==> src/rtl/frame_uart_tx.sv <==
// Serialises a wide frame as consecutive 8N1 UART bytes, most significant byte first,
// and pulses send_end for one cycle once the final stop bit has been on the line.
module frame_uart_tx #(
    parameter int CLK_FREQ  = 50_000_000,
    parameter int BAUD      = 115200,
    parameter int NUM_BYTES = 20
) (
    input  logic                     sys_clk,
    input  logic                     sys_rst,
    input  logic [8*NUM_BYTES-1:0]   data_all,
    input  logic                     send_start,
    output logic                     busy,
    output logic                     send_end,
    output logic                     uart_txd
);

    localparam int FW      = 8 * NUM_BYTES;
    localparam int BIT_CYC = CLK_FREQ / BAUD;
    localparam int BAUD_W  = $clog2(BIT_CYC);
    localparam int BYTE_W  = (NUM_BYTES > 1) ? $clog2(NUM_BYTES) : 1;

    typedef enum logic [1:0] {
        S_IDLE,
        S_START,
        S_DATA,
        S_STOP
    } state_t;

    state_t              state_q, state_d;
    logic [BAUD_W-1:0]   baud_cnt_q, baud_cnt_d;
    logic [2:0]          bit_cnt_q, bit_cnt_d;
    logic [BYTE_W-1:0]   byte_cnt_q, byte_cnt_d;
    logic [FW-1:0]       shift_q, shift_d;
    logic                txd_q, txd_d;
    logic                busy_q, busy_d;
    logic                send_end_q, send_end_d;
    logic [7:0]          cur_byte;
    logic                baud_last;

    assign cur_byte  = shift_q[FW-1 -: 8];
    assign baud_last = (baud_cnt_q == BAUD_W'(BIT_CYC - 1));

    always_ff @(posedge sys_clk) begin
        if (sys_rst) begin
            state_q    <= S_IDLE;
            baud_cnt_q <= '0;
            bit_cnt_q  <= '0;
            byte_cnt_q <= '0;
            txd_q      <= 1'b1;
            busy_q     <= 1'b0;
            send_end_q <= 1'b0;
        end else begin
            state_q    <= state_d;
            baud_cnt_q <= baud_cnt_d;
            bit_cnt_q  <= bit_cnt_d;
            byte_cnt_q <= byte_cnt_d;
            txd_q      <= txd_d;
            busy_q     <= busy_d;
            send_end_q <= send_end_d;
        end
    end

    // Frame payload only matters while a frame is in flight, so it carries no reset.
    always_ff @(posedge sys_clk) begin
        shift_q <= shift_d;
    end

    // txd_d is the line level for the cycle after the edge, so the pin stays registered.
    always_comb begin
        state_d    = state_q;
        baud_cnt_d = '0;
        bit_cnt_d  = bit_cnt_q;
        byte_cnt_d = byte_cnt_q;
        shift_d    = shift_q;
        txd_d      = txd_q;
        busy_d     = busy_q;
        send_end_d = 1'b0;

        if (state_q != S_IDLE) begin
            baud_cnt_d = baud_last ? '0 : baud_cnt_q + 1'b1;
        end

        case (state_q)
            S_IDLE: begin
                txd_d = 1'b1;
                if (send_start) begin
                    state_d    = S_START;
                    shift_d    = data_all;
                    byte_cnt_d = '0;
                    bit_cnt_d  = '0;
                    txd_d      = 1'b0;
                    busy_d     = 1'b1;
                end
            end
            S_START: begin
                txd_d = 1'b0;
                if (baud_last) begin
                    state_d   = S_DATA;
                    bit_cnt_d = '0;
                    txd_d     = cur_byte[0];
                end
            end
            S_DATA: begin
                txd_d = cur_byte[bit_cnt_q];
                if (baud_last) begin
                    if (bit_cnt_q == 3'd7) begin
                        state_d = S_STOP;
                        txd_d   = 1'b1;
                    end else begin
                        bit_cnt_d = bit_cnt_q + 3'd1;
                        txd_d     = cur_byte[bit_cnt_q + 3'd1];
                    end
                end
            end
            S_STOP: begin
                txd_d = 1'b1;
                if (baud_last) begin
                    if (byte_cnt_q == BYTE_W'(NUM_BYTES - 1)) begin
                        state_d    = S_IDLE;
                        busy_d     = 1'b0;
                        send_end_d = 1'b1;
                    end else begin
                        state_d    = S_START;
                        byte_cnt_d = byte_cnt_q + 1'b1;
                        shift_d    = shift_q << 8;
                        txd_d      = 1'b0;
                    end
                end
            end
            default: begin
                state_d = S_IDLE;
                txd_d   = 1'b1;
                busy_d  = 1'b0;
            end
        endcase
    end

    assign uart_txd = txd_q;
    assign busy     = busy_q;
    assign send_end = send_end_q;

endmodule

==> config.mk <==
export PLATFORM = sky130hd
export DESIGN_NAME = frame_uart_tx
export DESIGN_NICKNAME = d
export VERILOG_FILES = /design/src/rtl/frame_uart_tx.sv
export SDC_FILE = /design/constraint.sdc
export NUM_CORES = 1
export LEC_CHECK = 0
export ABC_AREA = 1
export ABC_CLOCK_PERIOD_IN_PS = 6200
export BUFFER_PORTS_ARGS = -buffer_cell sky130_fd_sc_hd__buf_2
export CAP_MARGIN = 20
export CORE_ASPECT_RATIO = 0.8
export CORE_MARGIN = 2
export CORE_UTILIZATION = 35
export DETAILED_ROUTE_END_ITERATION = 7
export PLACE_DENSITY = 0.57
export REMOVE_ABC_BUFFERS = 1
export SLEW_MARGIN = 20
export SYNTH_ARGS = -nofsm -noshare
export SYNTH_HDL_FRONTEND = slang
export SYNTH_SLANG_ARGS = --single-unit
==> constraint.sdc <==
create_clock -name sys_clk -period 6.2 [get_ports sys_clk]
set_input_delay 0.31 -clock sys_clk [delete_from_list [all_inputs] [get_ports sys_clk]]
set_output_delay 0.31 -clock sys_clk [all_outputs]
set_load 0.01 [all_outputs]
After elaboration in Yosys (flattened, before gate mapping)
Cells that the tools add are included.
Widths: inputs -> output; s select.
{"block": "totals", "wordCells": 75, "output_inout_bits": 3, "register_bits": 182, "in_bits": 163}
{"block": "op_classes", "n_addsub": 3, "muxes": 35, "order_cmp": 2, "reduce_logical": 10, "n_eq_ne": 14, "bitwise_logic": 3}
{"operator": "$mux 160", "n": 3}
{"operator": "$pmux 160 s2", "n": 1}
{"operator": "$ne 2x2->1 const B", "n": 8}
{"operator": "$mux 5", "n": 3}
{"operator": "$mux 1", "n": 12}
{"operator": "$mux 3", "n": 4}
{"operator": "$mux 2", "n": 5}
{"operator": "$pmux 5 s2", "n": 1}
{"operator": "$reduce_and 5->1", "n": 2}
{"operator": "$add 9x1->9 const B", "n": 1}
{"operator": "$eq 9x9->1 const B", "n": 1}
{"operator": "$pmux 3 s3", "n": 1}
{"operator": "$lt 3x4->1 const B", "n": 2}
{"operator": "$pmux 2 s4", "n": 1}
{"operator": "$reduce_and 4->1", "n": 2}
{"operator": "$bmux 1 s3", "n": 2}
{"operator": "$reduce_or 3->1", "n": 2}
{"operator": "$add 5x1->5 const B", "n": 1}
{"operator": "$eq 5x5->1 const B", "n": 1}
{"operator": "$eq 2x2->1 const B", "n": 2}
{"operator": "$pmux 1 s4", "n": 1}
{"operator": "$reduce_bool 2->1", "n": 2}
{"operator": "$add 3x1->3 const B", "n": 1}
{"operator": "$eq 3x3->1 const B", "n": 1}
{"operator": "5 further kinds", "n": 7}

Depth between registers and ports, before layout
Gate-level depths: netlist of the first run.
{"block": "logic_depth", "ltp_word": 6, "depth_mapped": 11, "depth_no_buf": 11}

Least setup slack after synthesis of the first run
Ideal clock, no wire load.
{"block": "synth_timing", "kind": "register to register", "startpoint": "reg state_q[0]", "endpoint": "reg shift_q[0] (enable)", "n_path_buf": 0, "period_less_slack_ns": 3.390, "arrival_time_ns": 2.538, "setup_time_ns": 0.852, "path_stages_with_launch": 8, "slack_ns": 2.810, "t_required_ns": 5.348, "cell_sequence": "dfxtp_1 -> inv_1 -> ha_1 -> inv_1 -> nor2_1 -> a21oi_4 -> nand2_4 -> clkinv_2"}
{"block": "synth_via", "elab_chain_cells": 3, "elab_cells_between_ends": 7, "cone_classes": "eq/ne: 4; reduce/logical: 3"}
{"item": "from (decl)", "line": "29", "rtl": "state_t state_q, state_d;"}
{"item": "from (signal assigned)", "line": "53", "rtl": "state_q <= state_d;"}
{"item": "$eq 2x2->1 / $logic_not 2->1 (equally long branches)", "line": "83", "rtl": "case (state_q)"}
{"item": "$ne 2x2->1 (no line) / $reduce_bool 2->1 (equally long branches)"}
{"item": "$reduce_and 4->1 (no line) (*)"}
{"item": "to (signal assigned)", "line": "65", "rtl": "shift_q <= shift_d;"}
{"item": "to (decl)", "line": "33", "rtl": "logic [FW-1:0] shift_q, shift_d;"}
Every way passes the cells marked *; elsewhere a longest branch is shown, timed or not.
A chain may end at the register's enable or synchronous reset.

Worst setup path in the final report of the first run
{"block": "layout_timing", "startpoint": "reg state_q[1]", "endpoint": "reg shift_q[107] (enable)"}
Same word-level chain as after synthesis.

==> flow_metrics.tcl, run 1 <==
set metrics [dict create \
    post_drt_via_cell_ratio 4.38 \
    status "complete, no violations" \
    setup_tns_ns 0 \
    tightestPinTransition_ns 1.03 \
    gp_congestion 0.817 \
    synth_compound_gate_area_share_pct 2.07 \
    yosys.area_share.simple_pct 27.7 \
    p_int_mw 2.95 \
    io_buffers 165 \
    dominant_combinational_cell_family_by_area_after_synthesis "simple AND/OR/NAND/NOR gates" \
    post-cts-setup-buffer-count 0 \
    yosys_register_bits 182 \
    globalRoute.totalOverflow 0 \
    post_route_cells_drive_above_1_share_pct 21.4 \
    cp.arrival_ns 3.37 \
    critical_path.max_fanout 111 \
    rows 49 \
    yosys.area_share.xor_xnor_pct 0.433 \
    synth_cell_types 36 \
    detail-route-antenna-nets 0 \
    share_seq_of_total_power_pct 54.3 \
    clk_transition_reported_paths_ns 0.08 \
    floorplan.core_area_sq_um 22600 \
    cts_buffer_depth 2 \
    global_route_wire_length_before_repair_um 27600 \
    cell_with_the_largest_stage_delay_on_the_worst_path "sky130_fd_sc_hd__buf_4" \
    cts_root_buf "sky130_fd_sc_hd__clkbuf_16" \
    post-route-period-util_pct 53.5 \
    commonest_non_fill_non_tap_cell_in_the_layout "sky130_fd_sc_hd__nand2_1" \
    power.static_leakage_nw 4.47 \
    cts_htree_levels 4 \
    drt_drc_violations_left 0 \
    firstDrtPassIters 4 \
    slowest_delay_ns 0.71 \
    worstPathRequired_ns 6.26 \
    cts_buffers 17 \
    synth-warning-count 0 \
    start_util_pct 35.8 \
    fp.dieW_um 174 \
    regArea_sq_um 5250 \
    critPathLaunch "state_q[1]" \
    number_of_buffers_and_inverters_on_the_critical_path 3 \
    synth_async_sr_flop_share_pct 0 \
    ctsHoldBuffers 0 \
    end_kind "register" \
    power.net_switching_mw 1.24 \
    seq_area_frac_synth_pct 64.9 \
    crit_path_cells "ha_4 > buf_4 > a21oi_4 > nand2_4 > inv_6 > buf_4" \
    achievable-frequency_mhz 301 \
    synth_flop_cell "sky130_fd_sc_hd__edfxtp_1" \
    growth_of_design_area_from_synthesis_to_finish_pct 21.4 \
    final_cell_mix "sky130_fd_sc_hd__nand2_1 (500), sky130_fd_sc_hd__buf_2 (165), sky130_fd_sc_hd__edfxtp_1 (160)" \
    synth_fa_ha_area_share_pct 1.39 \
    timing.critical_path.max_delay_family "buffers and inverters" \
    worst_skew_pair.late_latency_ns 0.43 \
    clock_sinks 182 \
    grt_antenna_before_repair 9 \
    maximum_clock_skew_at_final_layout_ns 0.0157 \
    count_of_vias_placed_by_the_detailed_router 5846 \
    timing.slew.headroom_pct 31.2 \
    maxCapViolCount 0 \
    dpl_worst_slack_ns 2.74 \
    timing_max_transition_violations_final 0 \
    cts.repair.resized 0 \
    postLayoutCoreUtil_pct 43.5 \
    synth.mux.area_fraction_pct 0 \
    layout.filler_cells 2289 \
    comb_power_share_pct 18.3 \
    total_nets_final 1183 \
    critical_path_class "register to register" \
    track_usage_pct 14.3 \
    finalSetupViolCount 0 \
    power.density_cell_area_nw_per_um2 426 \
    share_clk_of_total_power_pct 27.4 \
    drt_first_iter_violations 502 \
    finalHoldViolCount 0 \
    worst_setup_slack_after_layout_ns 2.88 \
    mapped_cells 860 \
    kind_of_start_point_of_the_critical_path "register" \
    area_of_the_multi_input_gates_sq_um 2570 \
    vdd_ir_drop_max_uv 280 \
    holdCritPathClass "primary input to register" \
    finalCriticalPeriod_ns 3.32 \
    swShare_pct 29.6 \
    wirelength_um 17100 \
    dp_hpwl_um 10700 \
    avgSynthCellArea_sq_um 9.40 \
    setup_repair_after_global_routing_missed_its_margin "no" \
    cell_occurring_most_often_along_the_worst_timing_path "sky130_fd_sc_hd__buf_4" \
    die_span_y_um 140 \
    finalInstanceArea_sq_um 9820 \
    r2r-start "state_q[1]" \
    wl_per_cell_um 12.8 \
    tritoncts "yes" \
    netlist_area_sq_um 8090 \
    pin_count 166 \
    largest_net_degree_at_the_start_of_global_routing 114 \
    post_place_instance_area_sq_um 9190 \
    die_area_sq_um 24300 \
    vias_in_the_first_global_route 5642 \
    hold_start "data_all[14]" \
    synth_edf_count 160 \
]
## worst paths after layout
check	depth (start not counted)	endpoint	slack [ns]
worst max-delay path	6	shift_q[107]	2.88
worst min-delay path	3	shift_q[14]	0.14
worst max register to register	6	shift_q[107]	2.88
worst min register to register	1	baud_cnt_q[0]	0.47
## sequential cells by signal, indices dropped and copies added, names as in the netlist
register and cells:
byte_cnt_q 5, bit_cnt_q 3, send_end 1, shift_q 160, uart_txd 1, state_q 2
baud_cnt_q 9, busy 1
## layer usage
metal	part of all wire, %	track usage [%]
met1	47	19.0
met2	42	21.0
met3	8.7	6.43
met4	1.4	4.47
met5	0.26	0
## per-stage QoR
stage / total power [mW] / hold WS, ns / std cells
2_1_floorplan: 2.83 / 0.372 / 823
3_3_place_gp: 3.05 / 0.450 / 1298
3_5_place_dp: 3.08 / 0.464 / 1298
4_1_cts: 4.24 / 0.122 / 1330
5_1_grt: 4.45 / 0.126 / 1333
6_report: 4.18 / 0.139 / 1335
## synthesized netlist by cell type (2+ instances only)
cell / count / area share (%)
sky130_fd_sc_hd__nand2_1: 500 / 23
sky130_fd_sc_hd__edfxtp_1: 160 / 59
sky130_fd_sc_hd__inv_1: 30 / 1.4
sky130_fd_sc_hd__nor2_1: 26 / 1.2
sky130_fd_sc_hd__dfxtp_1: 22 / 5.4
sky130_fd_sc_hd__clkbuf_1: 19 / 0.88
sky130_fd_sc_hd__nand3_1: 17 / 1.1
sky130_fd_sc_hd__a21oi_1: 13 / 0.80
sky130_fd_sc_hd__buf_2: 11 / 0.68
sky130_fd_sc_hd__ha_1: 9 / 1.4
sky130_fd_sc_hd__buf_1: 5 / 0.23
sky130_fd_sc_hd__nor3_1: 5 / 0.31
sky130_fd_sc_hd__nand2_2: 4 / 0.31
sky130_fd_sc_hd__xor2_1: 4 / 0.43
sky130_fd_sc_hd__a21oi_2: 3 / 0.32
sky130_fd_sc_hd__nand4_1: 3 / 0.23
sky130_fd_sc_hd__nor3b_1: 3 / 0.28
sky130_fd_sc_hd__o21ai_0: 3 / 0.19
sky130_fd_sc_hd__buf_4: 2 / 0.19
sky130_fd_sc_hd__inv_2: 2 / 0.093
sky130_fd_sc_hd__nand2_4: 2 / 0.28
sky130_fd_sc_hd__nand3b_1: 2 / 0.19
sky130_fd_sc_hd__nor2_2: 2 / 0.15
## worst register-to-register path: cells and delay by family, from the launching register on
family	cells	cell delay (ns)
buf+inv	3	1.84
flops	1	0.37
fa+ha+maj	1	0.35
compound gates	1	0.28
simple gates	1	0.11
## layout make-up
cell class                 instances  share of cell area [%]
clock inverter                    14                    1.90
antenna                            5                   0.127
clock buffer                      18                    4.37
multi-input combinational        607                    26.1
tap                              306                    3.90
sequential                       182                    53.4
timing repair buffer             169                    8.76
inverter                          34                    1.38
## cells by family (layout without fill, tap and decap cells)
logic type	count (synthesis)	count (layout)
compound gates	26	26
xor+xnor	4	4
buf+inv	71	235
simple gates	568	568
other cells	0	5
fa+ha+maj	9	9
flops	182	182
## power by group through the flow
stage	sequential, mW	clock, mW	combinational (mW)
2_1_floorplan	2.28	0	0.549
3_3_place_gp	2.28	0	0.773
3_5_place_dp	2.30	0	0.780
4_1_cts	2.28	1.18	0.787
5_1_grt	2.33	1.23	0.883
6_report	2.27	1.15	0.763
Power figures use the tool's default switching activity.
==> run 2: changes to the inputs <==
ABC_CLOCK_PERIOD_IN_PS = 2800   (was 6200)
PLACE_DENSITY = 0.59   (was 0.57)
clock period = 2.8 ns   (was 6.2 ns; I/O delays follow)
==> flow_metrics.tcl, run 2 (synthesized netlist as in run 1, its figures left out) <==
set metrics [dict create \
    layout_top_registers "shift_q x160, baud_cnt_q x9, byte_cnt_q x5" \
    tritoncts "yes" \
    pin_count 166 \
    finish.cell_count_without_fillers 1451 \
    critical_path.max_fanout 40 \
    vdd_ir_drop_max_uv 408 \
    layout.filler_cells 2154 \
    cts_root_buf "sky130_fd_sc_hd__clkbuf_16" \
    number_of_buffers_and_inverters_on_the_critical_path 4 \
    finalSetupViolCount 0 \
    vias_in_the_first_global_route 6280 \
    dp_hpwl_um 11300 \
    critical_path_class "register to register" \
    critPathLaunch "state_q[0]" \
    grt_antenna_before_repair 2 \
    cp.arrival_ns 2.40 \
    power.static_leakage_nw 4.96 \
    clock_sinks 182 \
    global_route_wire_length_before_repair_um 30100 \
    floorplan.core_area_sq_um 22600 \
    io_buffers 165 \
    post_drt_via_cell_ratio 4.38 \
    clk_transition_reported_paths_ns 0.07 \
    fp.dieW_um 174 \
    drt_first_iter_violations 504 \
    finalHoldViolCount 0 \
    maximum_clock_skew_at_final_layout_ns 0.00866 \
    regArea_sq_um 5250 \
    ff2ff_path_depth 8 \
    cell_with_the_largest_stage_delay_on_the_worst_path "sky130_fd_sc_hd__dfxtp_1" \
    growth_of_design_area_from_synthesis_to_finish_pct 35.6 \
    timing.critical_path.depth 8 \
    timing_max_transition_violations_final 0 \
    post_route_cells_drive_above_1_share_pct 19.4 \
    worst_skew_pair.late_latency_ns 0.41 \
    power.density_cell_area_nw_per_um2 835 \
    holdCritPathClass "primary input to register" \
    cts.repair.resized 0 \
    kind_of_start_point_of_the_critical_path "register" \
    setup_tns_ns 0 \
    count_of_vias_placed_by_the_detailed_router 6356 \
    timing.critical_path.max_delay_family "buffers and inverters" \
    start_util_pct 35.8 \
    status "complete, no violations" \
    postLayoutCoreUtil_pct 48.6 \
    maxCapViolCount 0 \
    achievable-frequency_mhz 434 \
    slowest_delay_ns 0.43 \
    cts_htree_levels 4 \
    min_delay_path_depth 3 \
    setup_repair_after_global_routing_missed_its_margin "no" \
    largest_net_degree_at_the_start_of_global_routing 139 \
    final_cell_mix "sky130_fd_sc_hd__nand2_1 (500), sky130_fd_sc_hd__buf_2 (165), sky130_fd_sc_hd__edfxtp_1 (160)" \
    crit_path_cells "inv_1 > ha_1 > inv_1 > nor2_1 > a21oi_4 > nand2_4 > inv_6 > buf_12" \
    hold_start "data_all[91]" \
    wirelength_um 18500 \
    worst_setup_slack_after_layout_ns 0.497 \
    timing.slew.headroom_pct 54.6 \
    gp_congestion 0.812 \
    total_nets_final 1305 \
    dpl_worst_slack_ns 0.497 \
    end_kind "register" \
    largest-register "shift_q" \
    tightestPinTransition_ns 0.680 \
    r2r-start "state_q[0]" \
    track_usage_pct 15.4 \
    post-route-period-util_pct 82.2 \
    finalCriticalPeriod_ns 2.30 \
    firstDrtPassIters 7 \
    dp.cells 1305 \
    cell_occurring_most_often_along_the_worst_timing_path "sky130_fd_sc_hd__inv_1" \
    die_area_sq_um 24300 \
    commonest_non_fill_non_tap_cell_in_the_layout "sky130_fd_sc_hd__nand2_1" \
    largest_register_ffs 160 \
    total_power_mw 9.16 \
    wl_per_cell_um 12.8 \
    cts_buffers 17 \
    detail-route-antenna-nets 0 \
    cts_buffer_depth 2 \
    drt_drc_violations_left 0 \
    worstPathRequired_ns 2.90 \
    rows 49 \
    area_of_the_multi_input_gates_sq_um 2570 \
    globalRoute.totalOverflow 0 \
    die_span_y_um 140 \
]
-- run 2: worst paths after layout --
check                end  slack (ns)
min reg2reg         busy        0.46
max reg2reg  shift_q[53]        0.50
min          shift_q[91]        0.02
max          shift_q[53]        0.50
-- run 2: layer usage --
layer,global-route usage (%),up-vias,routed length (um)
li1,-,3308,-
met1,20.8,2862,8810
met2,25.0,177,8560
met3,4.02,7,1040
met4,3.32,2,89
met5,0,-,13
-- run 2: metrics by stage --
stage | hold slack [ns] | cell area [sq um]
final | 0.0160 | 11000
after global placement | 0.407 | 9290
after detailed placement | 0.410 | 9290
after global routing | 0.00333 | 11000
after CTS | 0.0000395 | 11000
after floorplan | 0.202 | 7930
-- run 2: worst register-to-register path, cell delays in order, from the launching register on --
cell	delay, ns
sky130_fd_sc_hd__dfxtp_1	0.43
sky130_fd_sc_hd__inv_1	0.13
sky130_fd_sc_hd__ha_1	0.23
sky130_fd_sc_hd__inv_1	0.14
sky130_fd_sc_hd__nor2_1	0.12
sky130_fd_sc_hd__a21oi_4	0.17
sky130_fd_sc_hd__nand2_4	0.11
sky130_fd_sc_hd__inv_6	0.34
sky130_fd_sc_hd__buf_12	0.29
-- run 2: layout make-up --
type	count	area share, %
antenna	1	0.0228
clock buffer	20	3.98
clock inverter	10	0.776
inverter	34	1.23
multi-input combinational	607	23.4
sequential	182	47.8
tap	306	3.49
timing repair buffer	291	19.2
-- run 2: power breakdown --
group,internal [mW],switching [mW]
logic,0.672,1.30
clock network,1.21,0.977
registers,4.62,0.375
-- run 2: repair_timing --
item,in CTS,in global routing
endpoints found under the hold margin,114,1
buffers inserted,0,0
hold buffers,114,1
